## src/rtl/pc_sequencer_if.sv

```systemverilog
// Handshake and status bundle between the PC sequencer and its environment
// (run control, instruction memory port, execute stage).
interface pc_sequencer_if;
  logic        Run;
  logic [31:0] StartPC;
  logic        IMemReq;
  logic [31:0] IMemAddr;
  logic        IMemAck;
  logic [31:0] Instr;
  logic [31:0] IR;
  logic        BranchValid;
  logic        BranchTaken;
  logic [31:0] BranchImm;
  logic        Stall;
  logic [31:0] PC;
  logic        PCSel;
  logic        Halted;
  logic        Fault;

  modport master (
    input  Run, StartPC,
    input  IMemAck, Instr,
    input  BranchValid, BranchTaken,
    input  BranchImm, Stall,
    output IMemReq, IMemAddr, IR,
    output PC, PCSel, Halted, Fault
  );

  modport slave (
    output Run, StartPC,
    output IMemAck, Instr,
    output BranchValid, BranchTaken,
    output BranchImm, Stall,
    input  IMemReq, IMemAddr, IR,
    input  PC, PCSel, Halted, Fault
  );
endinterface

```

## src/rtl/pc_sequencer.sv

```systemverilog
// Multicycle fetch/branch controller owning the program counter:
// fetch via req/ack, resolve next PC from execute stage, halt/fault status.
module pc_sequencer #(
  parameter logic [31:0] RESET_PC  = 32'h0000_0000,
  parameter int          MAX_WAIT  = 15,
  parameter logic [31:0] HALT_WORD = 32'hFFFF_FFFF
) (
  input  logic          CLK,
  input  logic          MasterReset,
  pc_sequencer_if.master bus
);

  localparam logic [2:0] S_IDLE  = 3'd0;
  localparam logic [2:0] S_FETCH = 3'd1;
  localparam logic [2:0] S_EXEC  = 3'd2;
  localparam logic [2:0] S_DONE  = 3'd3;
  localparam logic [2:0] S_FAULT = 3'd4;

  localparam int WW = $clog2(MAX_WAIT + 2);
  localparam logic [WW-1:0] WMAX = WW'(MAX_WAIT);

  logic [2:0]    state;
  logic [WW-1:0] wait_cnt;
  logic [31:0]   pc;
  logic [31:0]   ir;
  logic          pcsel;
  logic [31:0]   next_pc;

  assign next_pc = bus.BranchTaken ? pc + bus.BranchImm
                                   : pc + 32'd4;

  always_ff @(posedge CLK or posedge MasterReset) begin
    if (MasterReset) begin
      state    <= S_IDLE;
      wait_cnt <= '0;
      pc       <= RESET_PC;
      ir       <= '0;
      pcsel    <= 1'b0;
    end else begin
      unique case (state)
        S_IDLE: begin
          if (bus.Run) begin
            pc       <= bus.StartPC;
            wait_cnt <= '0;
            state    <= (bus.StartPC[1:0] != 2'b00) ? S_FAULT : S_FETCH;
          end
        end
        S_FETCH: begin
          // an ack in the last window cycle still wins over the timeout
          if (bus.IMemAck) begin
            ir    <= bus.Instr;
            state <= (bus.Instr == HALT_WORD) ? S_DONE : S_EXEC;
          end else if (wait_cnt == WMAX) begin
            state <= S_FAULT;
          end else begin
            wait_cnt <= wait_cnt + WW'(1);
          end
        end
        S_EXEC: begin
          if (bus.BranchValid && !bus.Stall) begin
            pc       <= next_pc;
            pcsel    <= bus.BranchTaken;
            wait_cnt <= '0;
            if (next_pc[1:0] != 2'b00)
              state <= S_FAULT;
            else if (bus.Run)
              state <= S_FETCH;
            else
              state <= S_IDLE;
          end
        end
        S_DONE: begin
          if (!bus.Run)
            state <= S_IDLE;
        end
        S_FAULT: begin
          state <= S_FAULT;
        end
        default: begin
          state <= S_IDLE;
        end
      endcase
    end
  end

  assign bus.IMemReq  = (state == S_FETCH);
  assign bus.IMemAddr = pc;
  assign bus.PC       = pc;
  assign bus.IR       = ir;
  assign bus.PCSel    = pcsel;
  assign bus.Halted   = (state == S_DONE);
  assign bus.Fault    = (state == S_FAULT);

endmodule
```

## src/flat_wrapper.sv

```systemverilog
// flat-port wrapper written by rule: the top's interface ports become plain ports
module pc_sequencer_flat 
#(
  parameter logic [31:0] RESET_PC  = 32'h0000_0000,
  parameter int          MAX_WAIT  = 15,
  parameter logic [31:0] HALT_WORD = 32'hFFFF_FFFF
)
  (CLK, MasterReset, bus_Run, bus_StartPC, bus_IMemAck, bus_Instr, bus_BranchValid, bus_BranchTaken, bus_BranchImm, bus_Stall, bus_IMemReq, bus_IMemAddr, bus_IR, bus_PC, bus_PCSel, bus_Halted, bus_Fault);
  pc_sequencer_if bus_i ();
  input  logic CLK;
  input  logic MasterReset;
  input wire logic [$bits(bus_i.Run)-1:0] bus_Run;
  input wire logic [$bits(bus_i.StartPC)-1:0] bus_StartPC;
  input wire logic [$bits(bus_i.IMemAck)-1:0] bus_IMemAck;
  input wire logic [$bits(bus_i.Instr)-1:0] bus_Instr;
  input wire logic [$bits(bus_i.BranchValid)-1:0] bus_BranchValid;
  input wire logic [$bits(bus_i.BranchTaken)-1:0] bus_BranchTaken;
  input wire logic [$bits(bus_i.BranchImm)-1:0] bus_BranchImm;
  input wire logic [$bits(bus_i.Stall)-1:0] bus_Stall;
  output wire logic [$bits(bus_i.IMemReq)-1:0] bus_IMemReq;
  output wire logic [$bits(bus_i.IMemAddr)-1:0] bus_IMemAddr;
  output wire logic [$bits(bus_i.IR)-1:0] bus_IR;
  output wire logic [$bits(bus_i.PC)-1:0] bus_PC;
  output wire logic [$bits(bus_i.PCSel)-1:0] bus_PCSel;
  output wire logic [$bits(bus_i.Halted)-1:0] bus_Halted;
  output wire logic [$bits(bus_i.Fault)-1:0] bus_Fault;
  assign bus_i.Run = bus_Run;
  assign bus_i.StartPC = bus_StartPC;
  assign bus_i.IMemAck = bus_IMemAck;
  assign bus_i.Instr = bus_Instr;
  assign bus_i.BranchValid = bus_BranchValid;
  assign bus_i.BranchTaken = bus_BranchTaken;
  assign bus_i.BranchImm = bus_BranchImm;
  assign bus_i.Stall = bus_Stall;
  assign bus_IMemReq = bus_i.IMemReq;
  assign bus_IMemAddr = bus_i.IMemAddr;
  assign bus_IR = bus_i.IR;
  assign bus_PC = bus_i.PC;
  assign bus_PCSel = bus_i.PCSel;
  assign bus_Halted = bus_i.Halted;
  assign bus_Fault = bus_i.Fault;
  pc_sequencer #(.RESET_PC(RESET_PC), .MAX_WAIT(MAX_WAIT), .HALT_WORD(HALT_WORD)) u_core (.CLK(CLK), .MasterReset(MasterReset), .bus(bus_i));
endmodule
```

## config.mk

```make
export PLATFORM = sky130hd
export DESIGN_NAME = pc_sequencer_flat
export DESIGN_NICKNAME = d
export VERILOG_FILES = /design/src/rtl/pc_sequencer_if.sv /design/src/rtl/pc_sequencer.sv /design/src/flat_wrapper.sv
export SDC_FILE = /design/constraint.sdc
export NUM_CORES = 1
export LEC_CHECK = 0
export CAP_MARGIN = 20
export CORE_MARGIN = 2
export CORE_UTILIZATION = 30
export DETAILED_ROUTE_END_ITERATION = 10
export SYNTH_ARGS = -nofsm -noshare
export SYNTH_HDL_FRONTEND = slang
export SYNTH_SLANG_ARGS = --single-unit
```

## constraint.sdc

```tcl
create_clock -name CLK -period 6.96 [get_ports CLK]
set_input_delay 1.392 -clock CLK [delete_from_list [all_inputs] [get_ports CLK]]
set_output_delay 1.392 -clock CLK [all_outputs]
set_load 0.005 [all_outputs]
```

==> run metrics, run 1 <==
status finished clean; first-pass GRT wire length 32,420 um; clk sink count 73; total number of vias 6,008; Setup WS pre-CTS 2.741 ns; Tightest Pin Transition 0.9905 ns; Post-Route Utilization 0.4270; Fin Hold WS 0.4912 ns; Total Wirelength 20,170 um; FF+latch count, synth 73; RSZ-0062 raised after global routing no; remaining antenna violation count after routing 0; synthesized area per cell 8.402 sq um; Syn. warnings 0; Final Non-Filler Cells 1,139; Area Overhead vs Synth 38.86%; ys async rst share 1.000; Setup violations, final 0; Nets 1,007; Initial Util 0.3075; Synth top area share 0.3032; Worst setup EP type register; number of library cell types mapped by synthesis 65; CP Class primary input to register; Max clock buf depth 2; RD Place Congestion 0.8389; post-cts repair resize count 0; PwrDens 398.7 nW/um^2; post-synthesis net count 855; GRT Util Overall 0.1889; total grt overflow 0; Critical Path AT 4.17 ns; DRT iter0 DRCs 345; most common cell in the netlist dfrtp_1; ratio of cells with drive above 1 in the final layout 0.08467; Final Skew 0.008902 ns; minimum clock period after layout 3.904 ns; Post-CTS Hold Fix Bufs 0; post-synthesis sequential area ratio 0.3032; Hold Path Class register to register; # diodes 0; EDFF count, synth 0; Core Box Area 19,590 sq um; Cells after Synth 717; CP max FO 6; CTS root buffer clkbuf_16; Die Wd 145.7 um; filler instances 2,024; DIE AREA 21,230 sq um; Worst EP required 7.23 ns; cell area after synthesis 6025 sq um; commonest cells in the netlist dfrtp_1, nand2_1, nor2_1; Max Freq 256.1 MHz; ranking of synthesized cells by area dfrtp_1, ha_1, mux2_2; Clock Latency Late Sink 0.35 ns; # port buffers 202; WL per Instance 17.71 um; total CTS buffers 9; Top FF cell, synth dfrtp_1; clk slew on worst S/H paths 0.07 ns; Pre-Repair DR Iteration Count 5; Relative slew margins 0.3397; die height 145.7 um; Lkg Pwr 3.370 nW; vias in the first global route 5,858; final period utilization 0.5610; row count 51; Slew Limit Fails 0; crit start category primary input; fin worst setup slack 3.056 ns; dpl hpwl 14,940 um; largest net degree at the start of global routing 74; setup TNS 0 ns; dpl cells 1,123; Max-Cap Viols 0; initial antenna violation count 0; Synth area leader dfrtp_1; H-tree level count 3; # IOs 203; setup bufs post-CTS 0; drt via density 5.275; Max VDD drop 0.1531 mV; Final Hold Vio Count 0; drt drc 0; CTS tree yes
[kinds of logic (layout without fill, tap and decap cells)]
group                      after synthesis  in the layout  share of synthesized area
buffers and inverters                   78            235                    0.06895
DFF                                     73             73                     0.3032
AOI/OAI and AO/OA                      207            207                     0.2216
xor gates and xnor gates                40             40                    0.05815
adders and majority gates               35             35                    0.07394
muxes                                   41             41                    0.07518
and+or+nand+nor                        243            243                     0.1990
[layout by cell type, fill, tap and decap left out, types with 3 or more instances in the layout]
master,n
clkdlybuf4s50_1,201
dfrtp_1,73
nand2_1,66
nor2_1,64
a21oi_1,55
o21ai_0,42
mux2_2,34
ha_1,34
nand3_1,30
xor2_1,20
xnor2_1,20
nand4_1,17
a21o_1,15
o211ai_1,15
a211oi_1,13
a31oi_1,12
nor3_1,11
and3_1,9
clkbuf_16,9
o31ai_1,8
and2_1,8
inv_1,8
or3_1,8
buf_4,8
mux2i_1,7
o21a_1,7
a211o_1,6
o22ai_1,5
or2_2,4
a22oi_1,4
a21boi_0,3
nor3b_1,3
and4_1,3
[state kept, by name, indices dropped and copies added (netlist names)]
name / flops
u_core.bus.PCSel: 1
u_core.state: 3
u_core.wait_cnt: 5
u_core.bus.IR: 32
u_core.bus.IMemAddr: 32
[final timing paths]
path / from / to / slack [ns] / cells past startpoint
setup / recovery: bus_BranchImm[4] / u_core.bus.IMemAddr[23] / 3.06 / 10
max in group asynchronous: MasterReset / u_core.state[2] / 4.65 / 3
hold reg to reg: u_core.bus.PCSel / u_core.bus.PCSel / 0.49 / 2
min in group asynchronous: MasterReset / u_core.bus.IR[24] / 1.68 / 3
hold / removal: u_core.bus.PCSel / u_core.bus.PCSel / 0.49 / 2
setup reg to reg: u_core.bus.IMemAddr[4] / u_core.bus.IMemAddr[23] / 3.99 / 9
[worst max-delay path, stage by stage]
cell	delay (ns)
clkdlybuf4s50_1	0.42
ha_1	0.39
o211ai_1	0.14
o211ai_1	0.26
nand4_1	0.20
a21o_1	0.25
a2111oi_0	0.63
or3_1	0.20
nand3b_1	0.08
a31oi_1	0.21
[layout make-up]
class	instances	area, sq um	share of cell area
multi-input combinational	566	3787	0.4527
timing repair buffer	210	2077	0.2483
sequential	73	1827	0.2184
tap	265	331.6	0.03964
clock buffer	9	225.2	0.02692
clock inverter	7	83.83	0.01002
inverter	9	33.78	0.004038
[report_power, final]
| part | leakage [nW] | internal, mW | total, mW | switching, mW |
|---|---|---|---|---|
| clock network | 0.149 | 0.284 | 0.493 | 0.209 |
| registers | 0.895 | 0.618 | 0.897 | 0.279 |
| logic | 2.33 | 1.07 | 1.94 | 0.874 |
[through the flow]
step           cell area, sq um  power, mW
2_1_floorplan              6025      2.031
3_3_place_gp               8056      2.834
3_5_place_dp               8056      2.844
4_1_cts                    8366      3.359
5_1_grt                    8366      3.609
6_report                   8366      3.335
[per-layer routing]
layer  part of all wire  vias up  track usage
li1                   -     2927            -
met1               0.47     2850       0.2608
met2               0.46      223       0.3066
met3              0.067        8      0.04232
met4             0.0062        0      0.03284
met5                  0        -            0
No activity file was read; power rests on OpenSTA's default activity.
==> run 2, diff against run 1 <==
- clock period: 6.96 -> 3.4 ns (I/O delays scaled with it)
==> run 2 against run 1 <==
  * First-iteration DRC count rose by 3.2%
  * Clock power rose by 90%
  * Hold slack improved by 0.0050 ns
  * Die area did not move
  * Count of clock-buffer cells in the layout stayed put
  * Non-clock buffer count grew 32
  * Global-route usage up 0.20 points
  * Sequential power increased by 100%
  * Combinational power is 120% higher
  * Design area rose by 2.9%
  * Sequential share of layout area is 0.61 points lower
  * Sequential cell count unchanged
  * Critical path type unchanged
==> run metrics, run 2 (same netlist as run 1, synthesis figures left out) <==
status finished clean; Initial Util 0.3075; worst path cell trace clkdlybuf4s50_1 -> ha_1 -> fa_1 -> a21o_1 -> a31o_2 -> nand2_1 -> o22a_1 -> a211oi_1 -> or4b_1 -> o211ai_1 -> o211ai_1; CP Class primary input to register; clk slew on worst S/H paths 0.07 ns; Final Skew 0.007259 ns; Slew Limit Fails 0; vias in the first global route 6,019; Post-CTS Hold Fix Bufs 0; Total Wirelength 20,450 um; total number of vias 6,169; DRT iter0 DRCs 356; CTS root buffer clkbuf_16; RD Place Congestion 0.9169; largest net degree at the start of global routing 51; wire length on met2 9033 um; Lkg Pwr 3.515 nW; Tightest Pin Transition 0.6683 ns; clk sink count 73; DIE AREA 21,230 sq um; first-pass GRT wire length 32,420 um; Top Family by Delay on Critical Path compound AO/OA/AOI/OAI gates; Post-Route Utilization 0.4393; GRT Util Overall 0.1909; CP dominant cell by count o211ai_1; H-tree level count 3; Core Box Area 19,590 sq um; Clock Latency Late Sink 0.35 ns; row count 51; most frequent cells in the layout clkdlybuf4s50_1, dfrtp_1, nand2_1; commonest non-fill, non-tap cell in the layout clkdlybuf4s50_1; total power 6.994 mW; Setup violations, final 0; # diodes 0; Max-Cap Viols 0; Buf/Inv on CP 1; Worst setup EP type register; post-cts repair resize count 0; total CTS buffers 9; Critical Path AT 3.30 ns; initial antenna violation count 0; critical path's slowest cell or4b_1; slowest stage delay, CP 0.51 ns; crit start category primary input; # port buffers 202; final period utilization 0.9041; Final Hold Vio Count 0; minimum clock period after layout 3.074 ns; ratio of cells with drive above 1 in the final layout 0.1170; Die Wd 145.7 um; drt drc 0; Max Freq 325.3 MHz; RSZ-0062 raised after global routing no; fin worst setup slack 0.3259 ns; setup bufs post-CTS 0; Max VDD drop 0.2929 mV; drt via density 5.268; Highest Signal Layer met4; routed length on met1 9515 um; Relative slew margins 0.5545; Hold Path Class register to register; # IOs 203; WL per Instance 17.46 um; routed wl met3 1468 um; CTS tree yes; Max clock buf depth 2; dpl hpwl 15,590 um; Worst EP required 3.62 ns; PwrDens 812.7 nW/um^2; die height 145.7 um; Setup WS pre-CTS -0.05361 ns; Area Overhead vs Synth 42.85%; total grt overflow 0; Pre-Repair DR Iteration Count 5; remaining antenna violation count after routing 0; Nets 1,039; CP max FO 4
## run 2: cell types whose count changed in the layout (fill, tap and decap cells not counted)
cell	previous run	this run
clkinv_4	2	1
inv_8	1	0
buf_4	8	38
clkinvlp_4	1	2
buf_12	0	2
bufinv_16	1	0
inv_6	2	4
## run 2: layout make-up
cell class	count	area, sq um
Fill cell	1972	10980
Multi-Input combinational cell	566	3787
Clock inverter	7	58.81
Timing Repair Buffer	242	2342
Inverter	9	33.78
Clock buffer	9	225.2
Tap cell	265	331.6
Sequential cell	73	1827
## run 2: worst paths after layout
| kind | from | depth (start not counted) | endpoint | slack (ns) |
|---|---|---|---|---|
| worst max register to register | u_core.bus.IMemAddr[0] | 10 | u_core.bus.IMemAddr[30] | 0.53 |
| max in group asynchronous | MasterReset | 3 | u_core.bus.IMemAddr[29] | 2.03 |
| worst min register to register | u_core.bus.PCSel | 2 | u_core.bus.PCSel | 0.50 |
| worst max-delay path | bus_BranchImm[0] | 11 | u_core.bus.IMemAddr[30] | 0.33 |
| min in group asynchronous | MasterReset | 2 | u_core.bus.IMemAddr[3] | 0.71 |
| worst min-delay path | u_core.bus.PCSel | 2 | u_core.bus.PCSel | 0.50 |
## run 2: power by group
part	switching [mW]	total (mW)	internal, mW	leakage [nW]
clock network	0.429	0.935	0.506	0.133
logic	1.88	4.26	2.38	2.49
registers	0.539	1.80	1.27	0.895
## run 2: worst min-delay path, cell delays in order (launching register included)
cell     delay (ns)
dfrtp_1        0.36
nand2_1        0.05
nand2_1        0.05
## run 2: per-stage QoR
step / area [sq um] / instances / hold WS (ns) / TNS (ns)
2_1_floorplan: 6025 / 717 / 0.4675 / 0
6_report: 8606 / 1171 / 0.4961 / 0
3_3_place_gp: 8322 / 1155 / 0.4669 / -0.04454
3_5_place_dp: 8322 / 1155 / 0.4879 / -0.05361
5_1_grt: 8606 / 1171 / 0.5149 / 0
4_1_cts: 8606 / 1171 / 0.5033 / 0
## run 2: routing by layer
metal	GRT usage	vias to the layer above
met3	0.03918	31
met5	0	-
met4	0.06029	0
li1	-	2983
met1	0.2619	2903
met2	0.3017	252
